<file path="config.mk">
export PLATFORM = sky130hd
export DESIGN_NAME = line_result_drain
export DESIGN_NICKNAME = d
export VERILOG_FILES = /design/src/rtl/line_io_pkg.sv /design/src/rtl/line_shift_out.sv /design/src/rtl/line_result_drain.sv
export SDC_FILE = /design/constraint.sdc
export NUM_CORES = 2
export LEC_CHECK = 0
export ABC_AREA = 1
export BUFFER_PORTS_ARGS = -buffer_cell sky130_fd_sc_hd__buf_4
export CORE_MARGIN = 10
export CORE_UTILIZATION = 60
export DETAILED_ROUTE_END_ITERATION = 12
export MAX_ROUTING_LAYER = met4
export PLACE_DENSITY = 0.86
export SLEW_MARGIN = 15
export SYNTH_ARGS = -nofsm -noshare
export SYNTH_HDL_FRONTEND = slang
export SYNTH_SLANG_ARGS = --single-unit
</file>
<file path="constraint.sdc">
create_clock -name clk -period 3 [get_ports clk]
set_input_delay 0.3 -clock clk [delete_from_list [all_inputs] [get_ports clk]]
set_output_delay 0.3 -clock clk [all_outputs]
set_load 0.02 [all_outputs]
</file>
<file path="src/rtl/line_io_pkg.sv">
// Shared constants, FSM state type and word framing for the line result drain.
// RESULT_PARITY_EN adds one even-parity beat after each result word.
package line_io_pkg;

    localparam int WORD_W = 25;
    localparam int DEPTH  = 64;
    localparam int ADDR_W = 6;

`ifdef RESULT_PARITY_EN
    localparam int BEATS = WORD_W + 1;
`else
    localparam int BEATS = WORD_W;
`endif

    localparam int CNT_W = $clog2(BEATS);

    typedef enum logic [2:0] {
        IDLE,
        COLLECT,
        LOAD,
        SHIFT,
        FIN
    } state_t;

    // Beat image of one word, MSB first; parity (if any) is the final beat.
    function automatic logic [BEATS-1:0] frame_word(
        input logic [WORD_W-1:0] w
    );
`ifdef RESULT_PARITY_EN
        return {w, ^w};
`else
        return w;
`endif
    endfunction

endpackage

</file>
<file path="src/rtl/line_shift_out.sv">
// Serialiser for one result word: load register, beat counter, eow/last flags.
// Ports: clear/load/word/last_word in, ser_ready in; ser_valid/bit/eow/last, done out.
module line_shift_out
    import line_io_pkg::*;
(
    input  logic              clk,
    input  logic              rst,
    input  logic              clear,
    input  logic              load,
    input  logic [WORD_W-1:0] word,
    input  logic              last_word,
    input  logic              ser_ready,
    output logic              ser_valid,
    output logic              ser_bit,
    output logic              ser_eow,
    output logic              ser_last,
    output logic              done
);

    localparam logic [CNT_W-1:0] CNT_MAX = CNT_W'(BEATS - 1);

    logic [BEATS-1:0] sreg;
    logic [CNT_W-1:0] cnt;
    logic             last_q;
    logic             final_beat;

    assign final_beat = (cnt == CNT_MAX);

    // Outputs are gated by valid so the idle line always reads 0.
    assign ser_bit  = ser_valid & sreg[BEATS-1];
    assign ser_eow  = ser_valid & final_beat;
    assign ser_last = ser_eow & last_q;
    assign done     = ser_valid & ser_ready & final_beat;

    always_ff @(posedge clk or negedge rst) begin
        if (!rst) begin
            ser_valid <= 1'b0;
            sreg      <= '0;
            cnt       <= '0;
            last_q    <= 1'b0;
        end else if (clear) begin
            ser_valid <= 1'b0;
            cnt       <= '0;
            last_q    <= 1'b0;
        end else if (load) begin
            ser_valid <= 1'b1;
            sreg      <= frame_word(word);
            cnt       <= '0;
            last_q    <= last_word;
        end else if (ser_valid && ser_ready) begin
            if (final_beat) begin
                ser_valid <= 1'b0;
            end else begin
                sreg <= {sreg[BEATS-2:0], 1'b0};
                cnt  <= cnt + 1'b1;
            end
        end
    end

endmodule

</file>
<file path="src/rtl/line_result_drain.sv">
// Captures one result word per line into a 64-entry buffer, then streams it
// out MSB-first, bit-serially under valid/ready. Optional: RESULT_PARITY_EN.
// Ports: start/line_done/line_idx/res_word/flush in; ser_* stream, busy/full/overrun out.
module line_result_drain
    import line_io_pkg::*;
(
    input  logic              clk,
    input  logic              rst,
    input  logic              start,
    input  logic              line_done,
    input  logic [ADDR_W-1:0] line_idx,
    input  logic [WORD_W-1:0] res_word,
    input  logic              flush,
    input  logic              ser_ready,
    output logic              ser_valid,
    output logic              ser_bit,
    output logic              ser_eow,
    output logic              ser_last,
    output logic              busy,
    output logic              full,
    output logic              overrun
);

    state_t            state;
    logic [WORD_W-1:0] mem [DEPTH];
    logic [DEPTH-1:0]  bitmap;
    logic [ADDR_W-1:0] rd_ptr;
    logic [WORD_W-1:0] rd_word;
    logic              capture;
    logic              load;
    logic              word_done;
    logic              at_end;

    assign capture = line_done && !start && (state == COLLECT);
    assign load    = !start && (state == LOAD);
    assign at_end  = (rd_ptr == ADDR_W'(DEPTH - 1));
    assign busy    = (state == LOAD) || (state == SHIFT);

    // Lines never written this image read back as zero.
    assign rd_word = bitmap[rd_ptr] ? mem[rd_ptr] : '0;

    // Buffer contents need no reset; the bitmap qualifies them.
    always_ff @(posedge clk) begin
        if (capture) begin
            mem[line_idx] <= res_word;
        end
    end

    always_ff @(posedge clk or negedge rst) begin
        if (!rst) begin
            state   <= IDLE;
            bitmap  <= '0;
            rd_ptr  <= '0;
            full    <= 1'b0;
            overrun <= 1'b0;
        end else if (start) begin
            state   <= COLLECT;
            bitmap  <= '0;
            rd_ptr  <= '0;
            full    <= 1'b0;
            overrun <= 1'b0;
        end else begin
            full <= &bitmap;
            if (line_done && (state != COLLECT)) begin
                overrun <= 1'b1;
            end
            if (capture) begin
                bitmap[line_idx] <= 1'b1;
            end
            unique case (state)
                IDLE, FIN: begin
                    state <= state;
                end
                COLLECT: begin
                    if (full || flush) begin
                        state <= LOAD;
                    end
                end
                LOAD: begin
                    state <= SHIFT;
                end
                SHIFT: begin
                    // Terminal compare: the pointer stops at the last line.
                    if (word_done) begin
                        if (at_end) begin
                            state <= FIN;
                        end else begin
                            rd_ptr <= rd_ptr + 1'b1;
                            state  <= LOAD;
                        end
                    end
                end
                default: begin
                    state <= IDLE;
                end
            endcase
        end
    end

    line_shift_out u_shift (
        .clk       (clk),
        .rst       (rst),
        .clear     (start),
        .load      (load),
        .word      (rd_word),
        .last_word (at_end),
        .ser_ready (ser_ready),
        .ser_valid (ser_valid),
        .ser_bit   (ser_bit),
        .ser_eow   (ser_eow),
        .ser_last  (ser_last),
        .done      (word_done)
    );

endmodule

</file>
Word level (Yosys, flattened, before mapping)
Memories as Yosys holds them, arrays and structs flattened.
Cells that the tools add are included.
{"block": "op_classes", "add_sub_neg": 2, "mul": 0, "div": 0, "magnitude_cmp": 3, "n_eq_ne": 13, "shifts": 0, "muxes": 34, "n_bitwise": 7, "reduce_logical": 25}
{"op": "64-bit two-way mux", "n": 2}
{"op": "25-bit two-way mux", "n": 4}
{"op": "64-bit bitwise OR", "n": 1}
{"op": "64-bit AND reduction", "n": 1}
{"op": "6-bit two-way mux", "n": 4}
{"op": "5-bit two-way mux", "n": 4}
{"op": "6-bit by 7-bit < comparator with 1-bit output (second input constant)", "n": 2}
{"op": "1-bit two-way mux", "n": 13}
{"op": "3-bit two-way mux", "n": 4}
{"op": "3-bit case mux with 4 select lines", "n": 1}
{"op": "2-bit nonzero test", "n": 6}
{"op": "3-bit AND reduction", "n": 3}
{"op": "6-bit by 1-bit adder with 6-bit output (second input constant)", "n": 1}
{"op": "1-bit binary-select mux with 6-bit select", "n": 1}
{"op": "1-bit demux with 6-bit select", "n": 1}
{"op": "3-bit by 2-bit == test with 1-bit output (second input constant)", "n": 2}
{"op": "6-bit == test (second input constant)", "n": 1}
{"op": "6-bit by 1-bit greater-or-equal comparator with 1-bit output (second input constant)", "n": 1}
{"op": "1-bit logical AND", "n": 6}
{"op": "2-bit inequality test (second input constant)", "n": 3}
{"op": "3-bit by 2-bit inequality test with 1-bit output (second input constant)", "n": 2}
{"op": "3-bit nonzero test", "n": 2}
{"op": "5-bit by 1-bit adder with 5-bit output (second input constant)", "n": 1}
{"op": "1-bit AND", "n": 5}
{"op": "other kinds (11)", "n": 13}
{"block": "totals", "regBits": 107, "latch_bits": 0, "ramBits": 1600, "romBits": 0, "word_cells": 94, "memories": 1}
{"memory": "mem", "depth": 64, "width": 25, "read_ports": 1, "rd_clocked_by_memory_dff": 0, "write_ports": 1, "line_no": "line_result_drain.sv:25", "rtl": "logic [WORD_W-1:0] mem [DEPTH];"}

Longest topological paths before layout
{"block": "logic_depth", "word_depth": 7, "depth_mapped": 15}

Cells and area by module
From an unflattened synthesis, not the netlist that was laid out.
{"block": "hier_totals", "cells_unflattened": 6073, "hier_area_um2": 70171.0}
{"mod": "line_result_drain", "n_inst": 1, "cells_per_inst": 5822, "area_per_inst_um2": 68371.8, "seq_area_each_um2": 49922.9}
{"mod": "line_shift_out", "n_inst": 1, "cells_per_inst": 251, "area_per_inst_um2": 1799.2, "seq_area_each_um2": 800.8}

Worst setup path before layout
OpenSTA, ideal clock, no wires.
{"block": "synth_timing", "kind": "reg2reg", "startpoint": "register state[1]", "endpoint": "memory mem[10][0] (enable)", "arrival_time_ns": 2.319, "required_time_ns": 2.592, "setup_slack_ns": 0.272, "path_stages_with_launch": 8, "synth_period_minus_slack_ns": 2.728, "path_cell_list": "dfrtp_1 > nor3_1 > inv_1 > nor2_1 > nand2_1 > nor2_1 > nand3_1 > nor2_1"}
{"block": "synth_via", "elab_chain_cells": 4}
{"item": "start, declared", "line_no": "line_result_drain.sv:24", "rtl": "state_t state;"}
{"item": "start signal, assigned", "line_no": "line_result_drain.sv:72", "rtl": "state <= state;"}
{"item": "3-bit by 1-bit == test with 1-bit output", "line_no": "line_result_drain.sv:34", "rtl": "assign capture = line_done && !start && (state == COLLECT);"}
{"item": "1-bit logical AND", "line_no": "line_result_drain.sv:34"}
{"item": "1-bit two-way mux", "line_no": "line_result_drain.sv:44", "rtl": "if (capture) begin"}
{"item": "1-bit two-way mux (implied by the code)", "line_no": "line_result_drain.sv:45", "rtl": "mem[line_idx] <= res_word;"}
{"item": "end, declared", "line_no": "line_result_drain.sv:25"}
Every way passes these cells.

Worst setup path in the final report
{"block": "layout_timing", "startpoint": "register rd_ptr[0]", "endpoint": "register u_shift.sreg[14]"}
{"block": "layout_via", "elab_chain_cells": 4, "word_cells_on_any_way": 5, "cone_classes": "mux: 4; memory: 1"}
{"item": "start, declared", "line_no": "line_result_drain.sv:27", "rtl": "logic [ADDR_W-1:0] rd_ptr;"}
{"item": "start signal, assigned", "line_no": "line_result_drain.sv:88", "rtl": "rd_ptr <= rd_ptr + 1'b1;"}
{"item": "1-bit binary-select mux with 6-bit select", "line_no": "line_result_drain.sv:40", "rtl": "assign rd_word = bitmap[rd_ptr] ? mem[rd_ptr] : '0;"}
{"item": "1-bit two-way mux (implied by the code)", "line_no": "line_result_drain.sv:40"}
{"item": "25-bit two-way mux (*)", "line_no": "line_result_drain.sv:40"}
{"item": "25-bit two-way mux (*)", "line_no": "line_shift_out.sv:45", "rtl": "end else if (load) begin"}
{"item": "end signal, assigned", "line_no": "line_shift_out.sv:47", "rtl": "sreg <= frame_word(word);"}
{"item": "end signal, assigned", "line_no": "line_shift_out.sv:54", "rtl": "sreg <= {sreg[BEATS-2:0], 1'b0};"}
{"item": "end, declared", "line_no": "line_shift_out.sv:22", "rtl": "logic [BEATS-1:0] sreg;"}
Every way passes the cells marked *; elsewhere a longest branch is shown, timed or not. The select of a mux whose other input is x is not followed.
A chain may end at the register's enable or synchronous reset.

==> flow_metrics.env <==
export IMPL_netlist_area_um2=69500
export IMPL_ys_flop_type="edfxtp_1"
export IMPL_rsz0062_at_grt="yes"
export IMPL_wl_um=194000
export IMPL_cts_root_buf="clkbuf_16"
export IMPL_synth_cell_type_count=36
export IMPL_fin_area_um2=77700
export IMPL_place_area_um2=72500
export IMPL_die_height_um=360
export IMPL_grt_ovfl_total=0
export IMPL_grt_pass1_wl_um=290000
export IMPL_dr_pass1_iters=6
export IMPL_dieArea_um2=130000
export IMPL_start_kind="flop"
export IMPL_maxCapViolations=0
export IMPL_nNetsFinal=6195
export IMPL_path_class="reg -> reg"
export IMPL_vdd_drop_max_v=0.000490
export IMPL_clk_pin_slew_ps=60
export IMPL_setup_viol=0
export IMPL_setup_slack_ps=80.1
export IMPL_vias_per_cell=6.32
export IMPL_post_cts_buffers=0
export IMPL_hold_path_class="in -> reg"
export IMPL_hpwlAfterDp_um=105000
export IMPL_arrival_ps=3620
export IMPL_ys_seq_area_share_pct=73.0
export IMPL_grtUsageTotal_pct=30.1
export IMPL_worstSkewPairLatency_ps=800
export IMPL_critPathCaptureType="flop"
export IMPL_synth_edf_count=1600
export IMPL_fill_cells=7122
export IMPL_cts_htree_levels=4
export IMPL_ant_nets=0
export IMPL_coreArea_um2=115000
export IMPL_initial_utilization_pct=60.6
export IMPL_grt_start_max_net_pins=126
export IMPL_clockBufferDepth=3
export IMPL_area_growth_pct=11.9
export IMPL_antenna_found_initial=9
export IMPL_status="finished, final reports clean"
export IMPL_required_ps=3700
export IMPL_drt_initial_drc_count=8698
export IMPL_final_cell_mix="2,534 x nand2_1, 1,600 x edfxtp_1, 741 x nand3_1"
export IMPL_slew_headroom_pct=35.4
export IMPL_gp_congestion=0.958
export IMPL_first_global_vias=48401
export IMPL_yosys_register_bits=1707
export IMPL_final_common_cell="nand2_1"
export IMPL_path_max_fanout=68
export IMPL_vias=49338
export IMPL_tritoncts="yes"
export IMPL_fin_skew_ps=27.7
export IMPL_synthCells=6115
export IMPL_worst_slew_pin_slew_ps=960
export IMPL_fmax_mhz=342
export IMPL_yosys_warnings=0
export IMPL_place_worst_setup_slack_ps=176
export IMPL_syn_area_per_cell_um2=11.4
export IMPL_placementRows=124
export IMPL_cts_made_buffers=164
export IMPL_drive_gt1_share_pct=8.37
export IMPL_power_per_cell_area_nw_per_um2=612
export IMPL_ios=44
export IMPL_drc=0
export IMPL_die_x_um=360
export IMPL_clock_sinks=1707
export IMPL_wl_per_cell_um=24.8
export IMPL_hold_viol=0
export IMPL_fin_crit_ps=2920
export IMPL_leakagePower_uw=0.0290
export IMPL_syn_nets=6155
export IMPL_slew_violations=0
export IMPL_period_share_pct=97.3
export IMPL_place_port_buffers=43
export IMPL_async_flop_share_pct=6.27
==> kinds of logic (layout without fill, tap and decap cells) <==
kind of cell             Yosys count  count (layout)  share of synthesized area (%)
buffers and inverters            397             565                           2.77
AND/OR/NAND/NOR                 3609            3609                           21.0
multiplexers                       2               2                         0.0288
XOR/XNOR                           3               3                         0.0378
adder cells (fa/ha/maj)            3               3                         0.0540
AO/OA/AOI/OAI                    394             394                           3.08
other                              0               8                              0
flip-flops                      1707            1707                           73.0
==> worst paths after layout <==
path                                start                to  slack [ps]  depth (start not counted)
min                           res_word[0]        mem[46][0]         120                          1
max reg2reg                     rd_ptr[0]  u_shift.sreg[14]          80                         11
min reg2reg                u_shift.last_q    u_shift.last_q         500                          2
min in group asynchronous             rst         bitmap[2]         180                          2
max                             rd_ptr[0]  u_shift.sreg[14]          80                         11
max in group asynchronous             rst    u_shift.cnt[2]        1950                          3
==> flip-flops by register name, indices dropped and copies added, names as in the netlist <==
name / count
mem: 1600
bitmap: 64
u_shift.sreg: 25
rd_ptr: 6
u_shift.cnt: 5
state: 3
full: 1
overrun: 1
u_shift.last_q: 1
u_shift.ser_valid: 1
==> cell usage after synthesis (2+ instances only) <==
master	n	area [µm²]
o22ai_1	11	68.8
nor4_1	4	25.0
nand3_1	741	3710
nand4_1	17	106
o21ai_0	48	240
buf_4	27	203
buf_1	26	97.6
xor2_1	3	26.3
a21oi_1	259	1300
ha_1	3	37.5
nor2_1	280	1050
dfrtp_1	107	2680
clkinv_1	2	7.51
clkbuf_1	41	154
nor3_1	24	120
nor3b_1	3	22.5
edfxtp_1	1600	48000
inv_1	41	154
nand2_2	2	12.5
o31ai_1	2	15.0
a21o_1	2	15.0
nand2_1	2534	9510
buf_2	252	1260
inv_2	5	18.8
o21a_1	55	413
buf_6	2	22.5
o21ai_1	14	70.1
mux2i_1	2	20.0
==> per-stage QoR <==
stage / total power, µW / util, % / setup TNS [ps] / instances / hold slack, ps
after CTS: 47500 / 67.8 / 0 / 7796 / 63.5
after floorplan: 27300 / - / 0 / 6115 / 4.41
final: 47500 / 67.8 / 0 / 7803 / 120
after global placement: 27900 / 63.2 / 0 / 7496 / 346
after detailed placement: 28000 / 63.2 / 0 / 7496 / 336
after global routing: 48600 / 67.8 / -16.9 / 7803 / 108
==> final cells by class <==
cell class / count / area [µm²] / share of cell area, %
inverter: 49 / 211 / 0.272
clock buffer: 208 / 4440 / 5.72
sequential: 1707 / 50700 / 65.3
multi-input combinational: 4011 / 17000 / 21.8
antenna: 8 / 20.0 / 0.0258
clock inverter: 86 / 704 / 0.906
timing repair buffer: 222 / 2730 / 3.52
tap: 1512 / 1890 / 2.43
==> worst max-delay path, stage by stage, from the launching register on <==
cell and delay (ps):
dfrtp_4 670, buf_4 650, nand2_1 130, nand3_1 140, nand2_1 70, nor2_1 90, nor2_1 40, nor2_1 220
nand3_1 350, nand2_1 150, nand3_1 90, a21oi_1 170
==> layer usage <==
layer	GRT usage (%)	routed length, µm
met5	-	0
met1	38.7	66100
met3	8.31	29600
met2	44.6	88300
met4	14.1	9730
==> report_power, final <==
group,internal [µW],switching (µW)
Sequential,26300,143
Clock,11200,8830
Combinational,242,876
Total,37700,9840
==> repair_timing <==
item	in CTS	in global routing
gates resized for setup	0	1
setup endpoints to repair	0	23
hold endpoints to repair	56	0
hold buffers	6	0
(Power assumes the default switching activity.)
